[config.mk]
export PLATFORM = sky130hd
export DESIGN_NAME = hsid_x_obi_reader
export DESIGN_NICKNAME = d
export VERILOG_FILES = /design/src/rtl/hsid_x_obi_inf_pkg.sv /design/src/rtl/hsid_x_obi_reader_pkg.sv /design/src/rtl/hsid_x_obi_rd_fifo.sv /design/src/rtl/hsid_x_obi_reader.sv
export SDC_FILE = /design/constraint.sdc
export NUM_CORES = 1
export LEC_CHECK = 0
export CORE_UTILIZATION = 51
export CTS_BUF_LIST = sky130_fd_sc_hd__clkbuf_4 sky130_fd_sc_hd__clkbuf_8 sky130_fd_sc_hd__clkbuf_16
export CTS_CLUSTER_DIAMETER = 100
export DETAILED_ROUTE_END_ITERATION = 10
export GPL_TIMING_DRIVEN = 0
export PLACE_DENSITY = 0.85
export SYNTH_ARGS = -nofsm -noshare
export SYNTH_HDL_FRONTEND = slang
export SYNTH_HIERARCHICAL = 1
export SYNTH_SLANG_ARGS = --single-unit
[constraint.sdc]
create_clock -name clk -period 2.7 [get_ports clk]
set_input_delay 0.27 -clock clk [delete_from_list [all_inputs] [get_ports clk]]
set_output_delay 0.27 -clock clk [all_outputs]
set_load 0.01 [all_outputs]
[src/rtl/hsid_x_obi_inf_pkg.sv]
// OBI bus structs shared by the responder (hsid_x_obi_mem), the bus debug
// monitor and the reader. Address/data are 32 bit, one byte enable per byte.
//   obi_req_t  : req, we, be, addr, wdata   (manager -> responder)
//   obi_resp_t : gnt, rvalid, rdata         (responder -> manager)
package hsid_x_obi_inf_pkg;

  typedef struct packed {
    logic        req;
    logic        we;
    logic [3:0]  be;
    logic [31:0] addr;
    logic [31:0] wdata;
  } obi_req_t;

  typedef struct packed {
    logic        gnt;
    logic        rvalid;
    logic [31:0] rdata;
  } obi_resp_t;

endpackage

[src/rtl/hsid_x_obi_reader_pkg.sv]
// Types and defaults for the OBI read initiator.
package hsid_x_obi_reader_pkg;

  typedef enum logic [1:0] {
    IDLE  = 2'd0,
    ISSUE = 2'd1,
    DRAIN = 2'd2,
    DONE  = 2'd3
  } reader_state_e;

  localparam int WORD_BYTES     = 4;
  localparam int DEF_MAX_OUTST  = 2;
  localparam int DEF_FIFO_DEPTH = 4;

endpackage

[src/rtl/hsid_x_obi_rd_fifo.sv]
// Registered 32-bit synchronous FIFO holding read responses until the
// stream consumer takes them.
//   push/wdata : write side (ignored when full)
//   pop/rdata  : read side, rdata is the current head (ignored when empty)
//   full/empty/count : occupancy
module hsid_x_obi_rd_fifo #(
  parameter int DEPTH = 4
) (
  input  logic                       clk,
  input  logic                       rst_n,
  input  logic                       push,
  input  logic [31:0]                wdata,
  input  logic                       pop,
  output logic [31:0]                rdata,
  output logic                       full,
  output logic                       empty,
  output logic [$clog2(DEPTH+1)-1:0] count
);

  localparam int AW = (DEPTH > 1) ? $clog2(DEPTH) : 1;
  localparam int CW = $clog2(DEPTH + 1);

  logic [DEPTH-1:0][31:0] mem;
  logic [AW-1:0]          wr_ptr, rd_ptr;
  logic                   do_push, do_pop;

  assign full    = (count == CW'(DEPTH));
  assign empty   = (count == '0);
  assign do_push = push && !full;
  assign do_pop  = pop && !empty;
  assign rdata   = mem[rd_ptr];

  // Storage needs no reset; the pointers and count define what is valid.
  always_ff @(posedge clk) begin
    if (do_push) mem[wr_ptr] <= wdata;
  end

  always_ff @(posedge clk or negedge rst_n) begin
    if (!rst_n) begin
      wr_ptr <= '0;
      rd_ptr <= '0;
      count  <= '0;
    end else begin
      if (do_push) wr_ptr <= (wr_ptr == AW'(DEPTH-1)) ? '0 : wr_ptr + AW'(1);
      if (do_pop)  rd_ptr <= (rd_ptr == AW'(DEPTH-1)) ? '0 : rd_ptr + AW'(1);
      case ({do_push, do_pop})
        2'b10:   count <= count + CW'(1);
        2'b01:   count <= count - CW'(1);
        default: ;
      endcase
    end
  end

endmodule

[src/rtl/hsid_x_obi_reader.sv]
// OBI read initiator: on start_i reads num_words_i consecutive words from a
// word-aligned base, keeps up to MAX_OUTST reads in flight and streams the
// data out in order on a valid/ready interface.
//   start_i/base_addr_i/num_words_i : transfer command (IDLE only)
//   obi_req/obi_rsp                 : OBI manager port (reads only)
//   data_o/data_valid_o/data_ready_i/data_last_o : output stream
//   busy_o/done_o/proto_err_o       : status
module hsid_x_obi_reader
  import hsid_x_obi_reader_pkg::*;
#(
  parameter int MAX_OUTST  = DEF_MAX_OUTST,
  parameter int FIFO_DEPTH = DEF_FIFO_DEPTH,
  parameter int LEN_W      = 16
) (
  input  logic                          clk,
  input  logic                          rst_n,
  input  logic                          start_i,
  input  logic [31:0]                   base_addr_i,
  input  logic [LEN_W-1:0]              num_words_i,
  output hsid_x_obi_inf_pkg::obi_req_t  obi_req,
  input  hsid_x_obi_inf_pkg::obi_resp_t obi_rsp,
  output logic [31:0]                   data_o,
  output logic                          data_valid_o,
  input  logic                          data_ready_i,
  output logic                          data_last_o,
  output logic                          busy_o,
  output logic                          done_o,
  output logic                          proto_err_o
);

  localparam int OW = $clog2(MAX_OUTST + 1);
  localparam int CW = $clog2(FIFO_DEPTH + 1);

  reader_state_e    state_q;
  logic [31:0]      addr_q;
  logic [LEN_W-1:0] remaining_q, num_q, delivered_q;
  logic [OW-1:0]    outst_q;
  logic [3:0]       be_q;
  logic             done_q, proto_err_q;

  logic [CW-1:0]    fifo_count;
  logic             fifo_full, fifo_empty;
  logic [31:0]      fifo_head;
  logic             req, fire, rsp_ok, pop, start_acc, credit_ok, err;

  // Every granted read already owns a FIFO slot, so the FIFO cannot overflow.
  // The sum only shrinks without a grant, so once req rises it stays up
  // until granted.
  assign credit_ok = !fifo_full
                  && ((int'(outst_q) + int'(fifo_count)) < FIFO_DEPTH)
                  && (int'(outst_q) < MAX_OUTST);
  assign req       = (state_q == ISSUE) && (remaining_q != '0) && credit_ok;
  assign fire      = req && obi_rsp.gnt;
  assign rsp_ok    = obi_rsp.rvalid && (outst_q != '0);
  assign err       = (obi_rsp.rvalid && (outst_q == '0)) || (obi_rsp.gnt && !req);
  assign pop       = data_valid_o && data_ready_i;
  assign start_acc = start_i && (state_q == IDLE);

  hsid_x_obi_rd_fifo #(.DEPTH(FIFO_DEPTH)) u_fifo (
    .clk   (clk),
    .rst_n (rst_n),
    .push  (rsp_ok),
    .wdata (obi_rsp.rdata),
    .pop   (pop),
    .rdata (fifo_head),
    .full  (fifo_full),
    .empty (fifo_empty),
    .count (fifo_count)
  );

  assign data_valid_o = !fifo_empty;
  assign data_o       = fifo_empty ? '0 : fifo_head;
  assign data_last_o  = data_valid_o && (delivered_q == num_q - LEN_W'(1));
  assign busy_o       = (state_q != IDLE);
  assign done_o       = done_q;
  assign proto_err_o  = proto_err_q;

  // be is a register only so the request port reads all-zero under reset.
  always_comb begin
    obi_req      = '0;
    obi_req.req  = req;
    obi_req.be   = be_q;
    obi_req.addr = addr_q;
  end

  always_ff @(posedge clk or negedge rst_n) begin
    if (!rst_n) begin
      state_q     <= IDLE;
      addr_q      <= '0;
      remaining_q <= '0;
      num_q       <= '0;
      delivered_q <= '0;
      outst_q     <= '0;
      be_q        <= '0;
      done_q      <= 1'b0;
      proto_err_q <= 1'b0;
    end else begin
      be_q        <= 4'hF;
      done_q      <= 1'b0;
      proto_err_q <= (proto_err_q && !start_acc) || err;
      if (pop) delivered_q <= delivered_q + LEN_W'(1);

      case ({fire, rsp_ok})
        2'b10:   outst_q <= outst_q + OW'(1);
        2'b01:   outst_q <= outst_q - OW'(1);
        default: ;
      endcase

      case (state_q)
        IDLE: if (start_i) begin
          addr_q      <= base_addr_i & ~32'h3;
          remaining_q <= num_words_i;
          num_q       <= num_words_i;
          delivered_q <= '0;
          state_q     <= (num_words_i == '0) ? DONE : ISSUE;
        end
        ISSUE: if (fire) begin
          addr_q      <= addr_q + 32'(WORD_BYTES);
          remaining_q <= remaining_q - LEN_W'(1);
          if (remaining_q == LEN_W'(1)) state_q <= DRAIN;
        end
        DRAIN: if ((outst_q == '0) && fifo_empty) state_q <= DONE;
        DONE: begin
          done_q  <= 1'b1;
          state_q <= IDLE;
        end
        default: state_q <= IDLE;
      endcase
    end
  end

endmodule

=== Yosys cells after proc, flatten, opt, wreduce, memory -nomap -nowiden ===
Index checks and enable logic that the tools add are counted.

* Bits in registers: 222
* Input port bits: 86
* Word-level logic and storage cells: 109

* Order comparisons: 5
* $add $sub $neg: 11
* Multiplexer cells: 26
* Eq/ne operators: 16
* Reduce and logical (&&, ||, !) cells: 35

{| class="wikitable"
|+ Operators with widths
! kind !! number
|-
| $mux W32 || 5
|-
| $bwmux W128 || 1
|-
| $mux W16 || 5
|-
| $bmux W32 S2 || 1
|-
| $demux W32 S2 || 1
|-
| $pmux W32 S2 || 1
|-
| $add A32 B3 Y32 const B || 1
|-
| $pmux W16 S2 || 1
|-
| $sub A16 B1 Y16 const B || 2
|-
| $add A16 B1 Y16 const B || 1
|-
| $eq A16 B1 Y1 const B || 1
|-
| $eq A16 B16 Y1 || 1
|-
| $logic_and A1 B1 Y1 || 16
|-
| $logic_not A16 Y1 || 1
|-
| $reduce_bool A16 Y1 || 1
|-
| $mux W2 || 7
|-
| $eq A2 B2 Y1 const B || 6
|-
| $reduce_bool A2 Y1 || 5
|-
| $pmux W2 S4 || 1
|-
| $add A2 B1 Y2 const B || 3
|-
| $eq A2 B1 Y1 const B || 3
|-
| $lt A2 B3 Y1 const B || 2
|-
| $ne A2 B2 Y1 const B || 3
|-
| $pmux W3 S2 || 1
|-
| 18 further kinds || 23
|}

=== Depth between registers and ports, before layout ===
Gate-level depths: netlist of the first run.

* Word-level depth: 9
* Mapped depth: 11
* Depth with buffers taken out: 10

=== By module ===
Netlist of the first run, hierarchy kept.

{| class="wikitable"
|+ By module, submodules not included
! module !! instances !! cells each !! area each (um^2)
|-
| hsid_x_obi_reader || 1 || 700 || 5771.8
|-
| hsid_x_obi_rd_fifo || 1 || 208 || 5116.2
|}

=== Worst setup path after synthesis of the first run ===
No wires, ideal clock.

* Path kind: register to register
* Start: reg remaining_q[0]
* End: reg remaining_q[14]
* Path slack: 0.369 ns
* Setup time: 0.130 ns
* Cell stages (with the launch flop): 10
* Arrival time: 2.201 ns
* Path through: dfrtp_1 inv_1 ha_1 or3b_2 nor4_4 nor3_2 buf_6 or2_1 o22ai_1 nor3b_1

* Word-level cells in the longest chain between the ends: 6
* Elaborated cells between the ends (all ways): 9
* Classes of those cells: 1 x add/sub; 1 x eq/ne; 2 x mux; 5 x reduce/logical

{| class="wikitable"
|+ RTL lines
! item !! RTL line !! text
|-
| from (decl) || hsid_x_obi_reader.sv:36 || <nowiki>logic [LEN_W-1:0] remaining_q, num_q, delivered_q;</nowiki>
|-
| from (signal assigned) || hsid_x_obi_reader.sv:112 || <nowiki>remaining_q <= num_words_i;</nowiki>
|-
| from (signal assigned) || hsid_x_obi_reader.sv:119 || <nowiki>remaining_q <= remaining_q - LEN_W'(1);</nowiki>
|-
| parallel branches: the longest is 6 deep, another holds $sub A16 B1 Y16 || - ||
|}

Several ways; the timed one is not identified. The select of a mux whose other input is x is not followed.
A chain may end at the register's enable or synchronous reset.

=== Worst setup path after layout of the first run ===
* Start: reg num_q[5]
* End: out data_last_o

* Word-level cells in the longest chain between the ends: 3

{| class="wikitable"
|+ RTL lines
! item !! RTL line !! text
|-
| from (decl) || hsid_x_obi_reader.sv:36 ||
|-
| from (signal assigned) || hsid_x_obi_reader.sv:113 || <nowiki>num_q <= num_words_i;</nowiki>
|-
| $sub A16 B1 Y16 || hsid_x_obi_reader.sv:73 || <nowiki>assign data_last_o = data_valid_o && (delivered_q == num_q - LEN_W'(1));</nowiki>
|-
| $eq A16 B16 Y1 || hsid_x_obi_reader.sv:73 ||
|-
| $logic_and A1 B1 Y1 || hsid_x_obi_reader.sv:73 ||
|-
| to (decl) || hsid_x_obi_reader.sv:25 || <nowiki>output logic data_last_o,</nowiki>
|}

No other way between the ends.

==> results.md, run 1 <==
- Async S/R FF share, synth: 0.418
- IO Pins: 193
- CP Launch Type: flop
- Worst R2R Start: remaining_q[0]$_DFFE_PN0P_
- Min Hold Slack: 0.318 ns
- Worst Hold Class: input pin to asynchronous set/reset pin
- Critical Path Slowest Stage Cell: dfrtp_2
- Pwr/cell area: 1120 nW/um2
- Fin crit share: 1.03
- FMAX: 0.359 GHz
- CP max stage delay: 0.43 ns
- Die Y: 148 um
- Average vias per placed instance: 5.70
- Post-synth cell types: 70
- Leak Pwr: 0.00557 uW
- CP bufs+invs: 2
- Max clock buf depth: 3
- Fin area: 14100 um2
- GP Congestion: 0.909
- Largest net degree at the start of global routing: 48
- Post-route clock skew: 0.0128 ns
- Final Instance Count excl. Fillers: 1436
- First-pass GRT wire length: 41400 um
- Vias in the first global route: 8066
- Remaining DRCs: 0
- Initial antenna violation count: 0
- Hold Fails Final Rpt: 0
- Post-synth EDFFs: 128
- # nets final: 1247
- Netlist Area Pre-Place: 10900 um2
- Die area: 21900 um2
- Yosys Warn Count: 6
- Net Switching: 5740 uW
- CP top delay family: simple AND/OR/NAND/NOR gates
- Critical Path End Type: output pin
- GRT overflow: 0
- Crit Path Class: flop to output pin
- Port Buffers: 155
- Failing checks: negative setup slack
- Chip Width: 148 um
- Dpl cells: 1373
- GRT Total Usage: 0.241
- Comb pwr share: 0.444
- Max-cap viol count: 0
- Setup slack, reg-to-reg: 0.13 ns
- Number of CTS-inserted buffers: 25
- Worst setup margin: -0.0830 ns
- Via count: 8184
- Register area share after synthesis: 0.564
- Syn_area_per_cell: 12.0 um2
- DR WL/cell: 18.6 um
- Ys flop type: edfxtp_1
- Final-report setup violation count: 1
- Outcome: finished with violations
- Core area: 21000 um2
- Final slew viol count: 0
- DP Area: 12900 um2
- Initial Util: 0.520
- Post-DRT Antenna Nets: 0
- Setup_tns: -0.0830 ns
- P&R area growth vs syn: 29.3%
- Unrepaired setup endpoints after global routing: yes
- TritonCTS clock tree: done
- Routed WL: 26700 um
- Crit path cell chain: nor4_4 > nand3b_1 > buf_4 > nor3_1 > a21oi_1 > nor4_2 > buf_2
- CTS H-tree depth: 1
- Drt pass-1 iters: 7
- Internal power: 10000 uW
- Sw Share: 0.365
- Clock Pin Slew Worst Setup and Hold Paths: 0.06 ns
- Detailed Place HPWL: 17900 um
- Seq cells post-synth: 220
- WP data arrival: 2.51 ns
- Worst slew margin: 0.396
- Share of layout cells above drive strength 1: 0.175
- Reg-to-reg critical path endpoint: addr_q[26]$_DFFE_PN0P_
- Crit path max fanout: 5
- CP required: 2.43 ns
- Reg2reg path depth: 10
- Cells after Synth: 908
- # diodes: 0
- Row cnt: 53
- Worst Tran Pin Value: 0.906 ns
- Initial DRC Count: 500
- Root Buffer: clkbuf_16
- Final min period: 2.78 ns
- Layout Utilization: 0.672
- Clock power frac: 0.211
- Clock sink count: 220
- Reg power frac: 0.345
- Clk Latency, worst-skew pair: 0.53 ns
- Worst VDD drop: 0.784 mV
==> layout by cell type (no fill, tap or decap), types with 8 or more instances in the layout <==
master	netlist	routed
nand4_1	17	17
clkbuf_4	0	8
nor2b_1	35	35
a21oi_1	59	59
nand2_1	103	103
edfxtp_1	128	128
clkbuf_16	0	25
clkbuf_1	32	20
nand3_1	28	27
buf_4	40	68
ha_1	17	15
nor4_1	12	10
inv_1	19	17
and3_1	8	8
nor2_1	57	56
conb_1	2	36
xor2_1	21	21
o22ai_1	18	18
o21ai_0	24	24
mux2i_1	9	9
nor3_1	15	13
mux4_2	28	28
dlymetal6s2s_1	0	16
xnor2_1	18	18
clkdlybuf4s50_1	0	135
dfrtp_1	92	87
==> routing by layer <==
| metal | wire length, um | track usage | part of all wire | vias up |
|---|---|---|---|---|
| met5 | 0 | 0 | 0 | - |
| met4 | 1010 | 0.109 | 0.038 | 0 |
| met3 | 1840 | 0.0448 | 0.069 | 87 |
| met2 | 13300 | 0.403 | 0.50 | 380 |
| met1 | 10600 | 0.305 | 0.40 | 3956 |
| li1 | - | - | - | 3761 |
==> stage by stage <==
stage | power (uW) | setup slack [ns]
final | 15700 | -0.0830
after floorplan | 9380 | 0.369
after CTS | 15600 | -0.0804
after detailed placement | 12000 | -0.467
after global routing | 16600 | -0.185
after global placement | 11800 | -2.12
==> flip-flops by register name (all words and copies together), names as in the netlist <==
register,flops
u_fifo/mem,128
addr_q,30
delivered_q,16
num_q,16
remaining_q,16
u_fifo/count,3
outst_q,2
state_q,2
u_fifo/rd_ptr,2
u_fifo/wr_ptr,2
be_q,1
done_o,1
proto_err_o,1
==> worst max-delay path by stage <==
stage	start	endpoint	slack [ns]	cells past startpoint
final	num_q[5]$_DFFE_PN0P_	data_last_o	-0.08	7
after floorplan	remaining_q[0]$_DFFE_PN0P_	remaining_q[14]$_DFFE_PN0P_	0.37	9
after detailed placement	num_q[7]$_DFFE_PN0P_	data_last_o	-0.47	7
after global routing	num_q[0]$_DFFE_PN0P_	data_last_o	-0.18	9
after CTS	num_q[5]$_DFFE_PN0P_	data_last_o	-0.08	7
after global placement	rst_n	addr_q[7]$_DFFE_PN0P_	-2.12	1
==> kinds of logic (layout without fill, tap and decap cells) <==
logic type,Yosys count,in the layout,synth area share
simple gates,321,321,0.152
flops,220,220,0.564
compound gates,155,155,0.0904
buf+inv,107,326,0.0583
mux,46,46,0.0810
xor+xnor,39,39,0.0314
fa+ha+maj,18,18,0.0214
other cells,2,36,0.000690
==> worst register-to-register path, stage by stage (launching register included) <==
cell and delay, ns:
dfrtp_1 0.43, inv_2 0.11, ha_4 0.14, or3b_4 0.41, nor4_4 0.37, buf_4 0.21, nor3_2 0.07, nor2_4 0.26
buf_4 0.25, a21oi_1 0.06, a2bb2oi_1 0.15
==> timing repair <==
item / 4_1_cts / 5_1_grt
resized for setup: 29 / 36
hold buffers: 1 / 0
endpoints found under the hold margin: 45 / 0
buffers inserted: 15 / 8
pin swaps: 10 / 11
setup endpoints to repair: 44 / 47
==> layout make-up <==
type,instances,area [um2]
fill,1508,6880
tap,275,344
multi-input combinational,615,4340
clock inverter,12,126
inverter,19,71.3
timing repair buffer,180,1790
buffer,82,564
sequential,220,6150
clock buffer,33,686
==> power groups by stage <==
| stage | logic [uW] | clock network, uW | registers (uW) |
|---|---|---|---|
| after detailed placement | 6620 | 0 | 5400 |
| final | 6980 | 3330 | 5430 |
| after CTS | 6850 | 3360 | 5420 |
| after global placement | 6450 | 0 | 5360 |
| after floorplan | 4080 | 0 | 5300 |
| after global routing | 7550 | 3510 | 5530 |
==> synth_stat cells (all sizes together) (7+ instances only) <==
master	n	share of area
a21oi	59	0.027
a31oi	7	0.0040
and3	8	0.0046
buf	56	0.041
clkbuf	32	0.011
dfrtp	92	0.21
edfxtp	128	0.35
ha	17	0.020
inv	19	0.0066
mux2i	9	0.0083
mux4	32	0.068
nand2	103	0.036
nand3	28	0.013
nand4	17	0.0098
nor2	59	0.022
nor2b	36	0.021
nor3	17	0.0087
nor4	17	0.014
o21ai	25	0.011
o22ai	18	0.010
or3	7	0.0040
xnor2	18	0.014
xor2	21	0.017
No activity file was read; power rests on OpenSTA's default activity.
==> run 2, diff against run 1 <==
==> constraint.sdc (replaced) <==
create_clock -name clk -period 2.7 [get_ports clk]
set_input_delay 0.54 -clock clk [delete_from_list [all_inputs] [get_ports clk]]
set_output_delay 0.54 -clock clk [all_outputs]
set_load 0.01 [all_outputs]
==> results.md, run 2 (synthesized netlist as in run 1, its figures left out) <==
- Worst setup margin: -0.354 ns (-0.271 ns)
- IO Pins: 193 (unchanged)
- Max reg flops: 128 (unchanged)
- Worst VDD drop: 0.775 mV (-1.1%)
- Worst Hold Class: input pin to asynchronous set/reset pin
- Via count: 8325 (+1.7%)
- CTS H-tree depth: 1 (unchanged)
- Top Registers: u_fifo/mem (128), addr_q (30)
- Largest Register: u_fifo/mem
- Min Hold Slack: 0.0423 ns (-0.276 ns)
- Number of CTS-inserted buffers: 25 (unchanged)
- Commonest non-fill, non-tap cell in the layout: edfxtp_1
- Clock Pin Slew Worst Setup and Hold Paths: 0.06 ns (about the same)
- Outcome: finished with violations
- CP max stage delay: 0.43 ns (about the same)
- Post-route clock skew: 0.0124 ns (-0.000453 ns)
- Critical Path End Type: output pin
- Final-report setup violation count: 2 (+1)
- Initial Util: 0.520 (unchanged)
- Hold Fails Final Rpt: 0 (unchanged)
- FMAX: 0.327 GHz (-8.9%)
- CP top delay family: simple AND/OR/NAND/NOR gates
- Vias in the first global route: 8089 (+0.29%)
- Worst Tran Pin Value: 0.910 ns (+0.00317 ns)
- Pwr/cell area: 1130 nW/um2 (+1.3%)
- Setup slack, reg-to-reg: 0.10 ns (-0.03 ns)
- Crit path max fanout: 5 (unchanged)
- Final slew viol count: 0 (unchanged)
- Chip Width: 148 um (unchanged)
- Die area: 21900 um2 (unchanged)
- Core area: 21000 um2 (unchanged)
- Fin area: 14200 um2 (+1.1%)
- GP Congestion: 0.909 (unchanged)
- Port Buffers: 155 (unchanged)
- Worst R2R Start: u_fifo/count[1]$_DFFE_PN0P_
- CP required: 2.16 ns (-0.27 ns)
- Crit path cell chain: nor4_4 > nand3b_1 > buf_4 > o221ai_2 > a21oi_2 > nor4_2 > buf_2
- Fin crit share: 1.13 (+0.100)
- Commonest cells after routing, fill and taps aside: edfxtp_1, clkdlybuf4s50_1, nand2_1
- Initial DRC Count: 595 (+19%)
- WP data arrival: 2.51 ns (about the same)
- Initial antenna violation count: 0 (unchanged)
- TritonCTS clock tree: done
- # nets final: 1265 (+1.4%)
- Final min period: 3.05 ns (+0.271 ns)
- Worst slew margin: 0.394 (-0.00211)
- Reg2reg path depth: 8 (-2)
- DP Area: 12900 um2 (unchanged)
- Clock sink count: 220 (unchanged)
- Clk Latency, worst-skew pair: 0.53 ns (about the same)
- Root Buffer: clkbuf_16
- Remaining DRCs: 0 (unchanged)
- Routed WL: 27600 um (+3.1%)
- Leak Pwr: 0.00560 uW (+0.45%)
- Average vias per placed instance: 5.73 (+0.46%)
- Post-DRT Antenna Nets: 0 (unchanged)
- DR WL/cell: 19.0 um (+1.8%)
- Die Y: 148 um (unchanged)
- Max clock buf depth: 3 (unchanged)
- Failing checks: negative setup slack
- Hold-fix buffers at CTS: 0 (-1)
- Layout Utilization: 0.679 (+0.00734)
- First-pass GRT wire length: 42600 um (+2.9%)
- P&R area growth vs syn: 30.7%
- CP Launch Type: flop
- Share of layout cells above drive strength 1: 0.228 (+0.0533)
- Row cnt: 53 (unchanged)
- Reg-to-reg critical path endpoint: remaining_q[14]$_DFFE_PN0P_
- Critical Path Slowest Stage Cell: dfrtp_2
- Crit Path Class: flop to output pin
- Drt pass-1 iters: 5 (-2)
- GRT overflow: 0 (unchanged)
- Max-cap viol count: 0 (unchanged)
- Unrepaired setup endpoints after global routing: yes
- Detailed Place HPWL: 17900 um (unchanged)
- GRT Total Usage: 0.249 (+0.00846)
- # diodes: 0 (unchanged)
- Largest net degree at the start of global routing: 48 (unchanged)
- CP bufs+invs: 2 (unchanged)
==> run 2: cell count changes in the layout (fill, tap and decap cells not counted), sizes merged <==
cell           before  now
dlygate4sd2         1    0
dlygate4sd3         1    0
clkbuf             58   63
dlymetal6s2s       16    0
clkdlybuf4s50     135  120
buf                83  129
==> run 2: how the worst max path moves through the flow <==
stage                                     from                    end  slack (ns)  cells past startpoint
after floorplan           num_q[7]$_DFFE_PN0P_            data_last_o        0.16                      7
after global placement                   rst_n  addr_q[7]$_DFFE_PN0P_       -2.39                      1
after detailed placement  num_q[7]$_DFFE_PN0P_            data_last_o       -0.74                      7
after CTS                 num_q[5]$_DFFE_PN0P_            data_last_o       -0.35                      7
after global routing      num_q[3]$_DFFE_PN0P_            data_last_o       -0.45                      8
final                     num_q[5]$_DFFE_PN0P_            data_last_o       -0.35                      7
==> run 2: routing by layer <==
layer / global-route usage / routed length, um
met5: 0 / 0
met4: 0.101 / 883
met3: 0.0420 / 1820
met2: 0.415 / 13900
met1: 0.325 / 10900
==> run 2: layout make-up <==
type	count	area, um2
Clock inverter	12	126
Inverter	19	71.3
Sequential cell	220	6150
Clock buffer	33	686
Timing Repair Buffer	200	1900
Multi-Input combinational cell	615	4420
Tap cell	275	344
Buffer	80	533
Fill cell	1484	6720
==> run 2: timing repair <==
item / 4_1_cts / 5_1_grt
setup buffers: 33 / 13
pin swaps: 12 / 14
resized for setup: 158 / 58
endpoints found under the setup margin: 44 / 53
==> run 2: metrics by stage <==
step / worst slack (ns) / total power [uW] / setup TNS [ns] / instances
5_1_grt: -0.455 / 17000 / -1.34 / 1454
3_3_place_gp: -2.39 / 11800 / -322.42 / 1372
2_1_floorplan: 0.161 / 9380 / 0 / 942
4_1_cts: -0.350 / 15700 / -0.482 / 1447
3_5_place_dp: -0.737 / 12000 / -35.51 / 1373
6_report: -0.354 / 16100 / -0.437 / 1454
==> run 2: power by group <==
group	switching, uW	total [uW]	internal, uW
logic	3730	7360	3630
registers	856	5430	4570
clock network	1340	3330	1990
total	5930	16100	10200
==> run 3, diff against run 2 <==
CORE_UTILIZATION = 35   (was 51)
PLACE_DENSITY = 0.64   (was 0.85)
==> results.md, run 3 (synthesized netlist as in run 1, its figures left out) <==
- Outcome: finished with violations
- Failing checks: negative setup slack
- Total area of sequential cells: 6160 um2 (+0.10%)
- Port Buffers: 155 (unchanged)
- Largest Register: u_fifo/mem
- FMAX: 0.329 GHz (+0.37%)
- Hold-fix buffers at CTS: 0 (unchanged)
- Number of CTS-inserted buffers: 25 (unchanged)
- Clock power frac: 0.218 (+0.012)
- Final min period: 3.04 ns (-0.0113 ns)
- Worst setup margin: -0.342 ns (+0.0113 ns)
- Critical Path End Type: output pin
- Worst VDD drop: 0.675 mV (-13%)
- Final slew viol count: 0 (unchanged)
- Area of the multi-input gates: 4440 um2 (+0.42%)
- Initial DRC Count: 681 (+14%)
- CP top delay family: simple AND/OR/NAND/NOR gates
- TritonCTS clock tree: done
- WP data arrival: 2.50 ns (about the same)
- GRT overflow: 0 (unchanged)
- Reg power frac: 0.330 (-0.007)
- Final-report setup violation count: 2 (unchanged)
- DR WL/cell: 18.0 um (-4.8%)
- Comb pwr share: 0.452 (-0.005)
- Hold Fails Final Rpt: 0 (unchanged)
- Fin crit share: 1.13 (-0.00418)
- Fillers: 2754 (+86%)
- Internal power: 10400 uW (+1.7%)
- Worst slew margin: 0.383 (-0.0111)
- Chip Width: 178 um (+20%)
- GP Congestion: 0.903 (-0.64%)
- Sw Share: 0.365 (-0.00244)
- CP bufs+invs: 2 (unchanged)
- Worst Tran Pin Value: 0.919 ns (+0.00902 ns)
- Via count: 8195 (-1.6%)
- CTS H-tree depth: 1 (unchanged)
- Die Y: 178 um (+20%)
- Initial antenna violation count: 0 (unchanged)
- Commonest non-fill, non-tap cell in the layout: edfxtp_1
- Crit path max fanout: 3 (-2)
- Row cnt: 64 (+21%)
- Remaining DRCs: 0 (unchanged)
- Die area: 31800 um2 (+45%)
- Leak Pwr: 0.00565 uW (+1.0%)
- Initial Util: 0.356 (-0.164)
- Drt pass-1 iters: 5 (unchanged)
- Crit path cell chain: nor4_4 > buf_4 > nand4_1 > a21oi_2 > a31oi_1 > o32a_1 > nor4_2 > buf_2
- Detailed Place HPWL: 19100 um (+6.2%)
- Max reg flops: 128 (unchanged)
- Top Registers: u_fifo/mem (128), addr_q (30)
- Max clock buf depth: 3 (unchanged)
- # nets final: 1270 (+0.40%)
- Dpl ws: -0.631 ns (+0.106 ns)
- CP required: 2.16 ns (about the same)
- Root Buffer: clkbuf_16
- CP Launch Type: flop
- Pwr/cell area: 1120 nW/um2 (-0.97%)
- CP max stage delay: 0.42 ns (about the same)
- Unrepaired setup endpoints after global routing: yes
- Share of layout cells above drive strength 1: 0.238 (+0.00982)
- Crit Path Class: flop to output pin
- Total power: 16300 uW (+1.3%)
- Critical Path Slowest Stage Cell: dfrtp_2
- Commonest cells after routing, fill and taps aside: edfxtp_1, clkdlybuf4s50_1, nand2_1
- Routed WL: 28500 um (+3.5%)
- GRT Total Usage: 0.179 (-0.0704)
- First-pass GRT wire length: 44000 um (+3.2%)
- Worst Hold Class: input pin to asynchronous set/reset pin
- Clk Latency, worst-skew pair: 0.54 ns (about the same)
- Max-cap viol count: 0 (unchanged)
- IO Pins: 193 (unchanged)
- Core area: 30600 um2 (+46%)
- Vias in the first global route: 7936 (-1.9%)
- P&R area growth vs syn: 33.7%
- Net Switching: 5960 uW (+0.61%)
- # diodes: 0 (unchanged)
- Clock Pin Slew Worst Setup and Hold Paths: 0.06 ns (about the same)
- Post-route clock skew: 0.0198 ns (+0.00746 ns)
- Post-DRT Antenna Nets: 0 (unchanged)
- Clock sink count: 220 (unchanged)
- Average vias per placed instance: 5.18 (-9.5%)
- Largest net degree at the start of global routing: 48 (unchanged)
-- run 3: cell types whose count changed in the layout (fill, tap and decap cells not counted), sizes merged --
| cell | delta |
|---|---|
| clkbuf | +7 |
| clkinvlp | +1 |
| clkinv | -5 |
| clkdlybuf4s15 | +4 |
| buf | -1 |
-- run 3: power by group through the flow --
stage | Sequential [uW] | Combinational, uW | Clock [uW]
6_report | 5390 | 7380 | 3550
5_1_grt | 5510 | 8060 | 3780
4_1_cts | 5380 | 7090 | 3650
3_5_place_dp | 5390 | 6810 | 0
3_3_place_gp | 5380 | 6660 | 0
2_1_floorplan | 5300 | 4080 | 0
-- run 3: path summary, 6_finish.rpt --
path	to	slack [ns]	cells past startpoint	from
max	data_last_o	-0.34	8	num_q[3]$_DFFE_PN0P_
min	u_fifo/rd_ptr[0]$_DFFE_PN0P_	0.05	1	rst_n
max reg2reg	addr_q[26]$_DFFE_PN0P_	0.15	9	remaining_q[10]$_DFFE_PN0P_
min reg2reg	num_q[15]$_DFFE_PN0P_	0.54	2	num_q[15]$_DFFE_PN0P_
max in group asynchronous	remaining_q[10]$_DFFE_PN0P_	1.96	2	rst_n
min in group clk	num_q[15]$_DFFE_PN0P_	0.54	2	num_q[15]$_DFFE_PN0P_
-- run 3: repair_timing --
action	in CTS	in global routing
pin swaps	17	5
gates cloned	1	0
setup endpoints to repair	61	52
hold endpoints to repair	0	0
setup buffers	33	12
gates resized for setup	158	56
-- run 3: metrics by stage --
stage	setup TNS [ns]	instances	hold slack [ns]	util	cell area (um2)
after global routing	-0.639	1581	0.0841	0.476	14600
after global placement	-392.89	1493	0.506	0.427	13100
after detailed placement	-20.24	1498	0.518	0.431	13200
final	-0.360	1581	0.0486	0.476	14600
after CTS	-0.587	1571	0.0415	0.469	14400
after floorplan	0	942	0.244	-	11000
-- run 3: layer usage --
layer	vias up	routed length, um	track usage
li1	3800	-	-
met4	0	858	0.0650
met5	-	0	0
met3	55	2060	0.0362
met2	324	13500	0.290
met1	4016	12100	0.235
-- run 3: area by class of cell --
type / instances / share of cell area
sequential: 220 / 0.423
clock inverter: 8 / 0.00756
tap: 396 / 0.0340
clock buffer: 38 / 0.0531
timing repair buffer: 206 / 0.136
multi-input combinational: 615 / 0.305
inverter: 19 / 0.00490
buffer: 79 / 0.0367
-- run 3: worst reg2reg max path: cells and delay by family (launching register included) --
kind                   cells  cell delay (ns)
flip-flops                 1             0.44
buffers and inverters      3             0.55
AND/OR/NAND/NOR            4             1.20
AO/OA/AOI/OAI              2             0.21
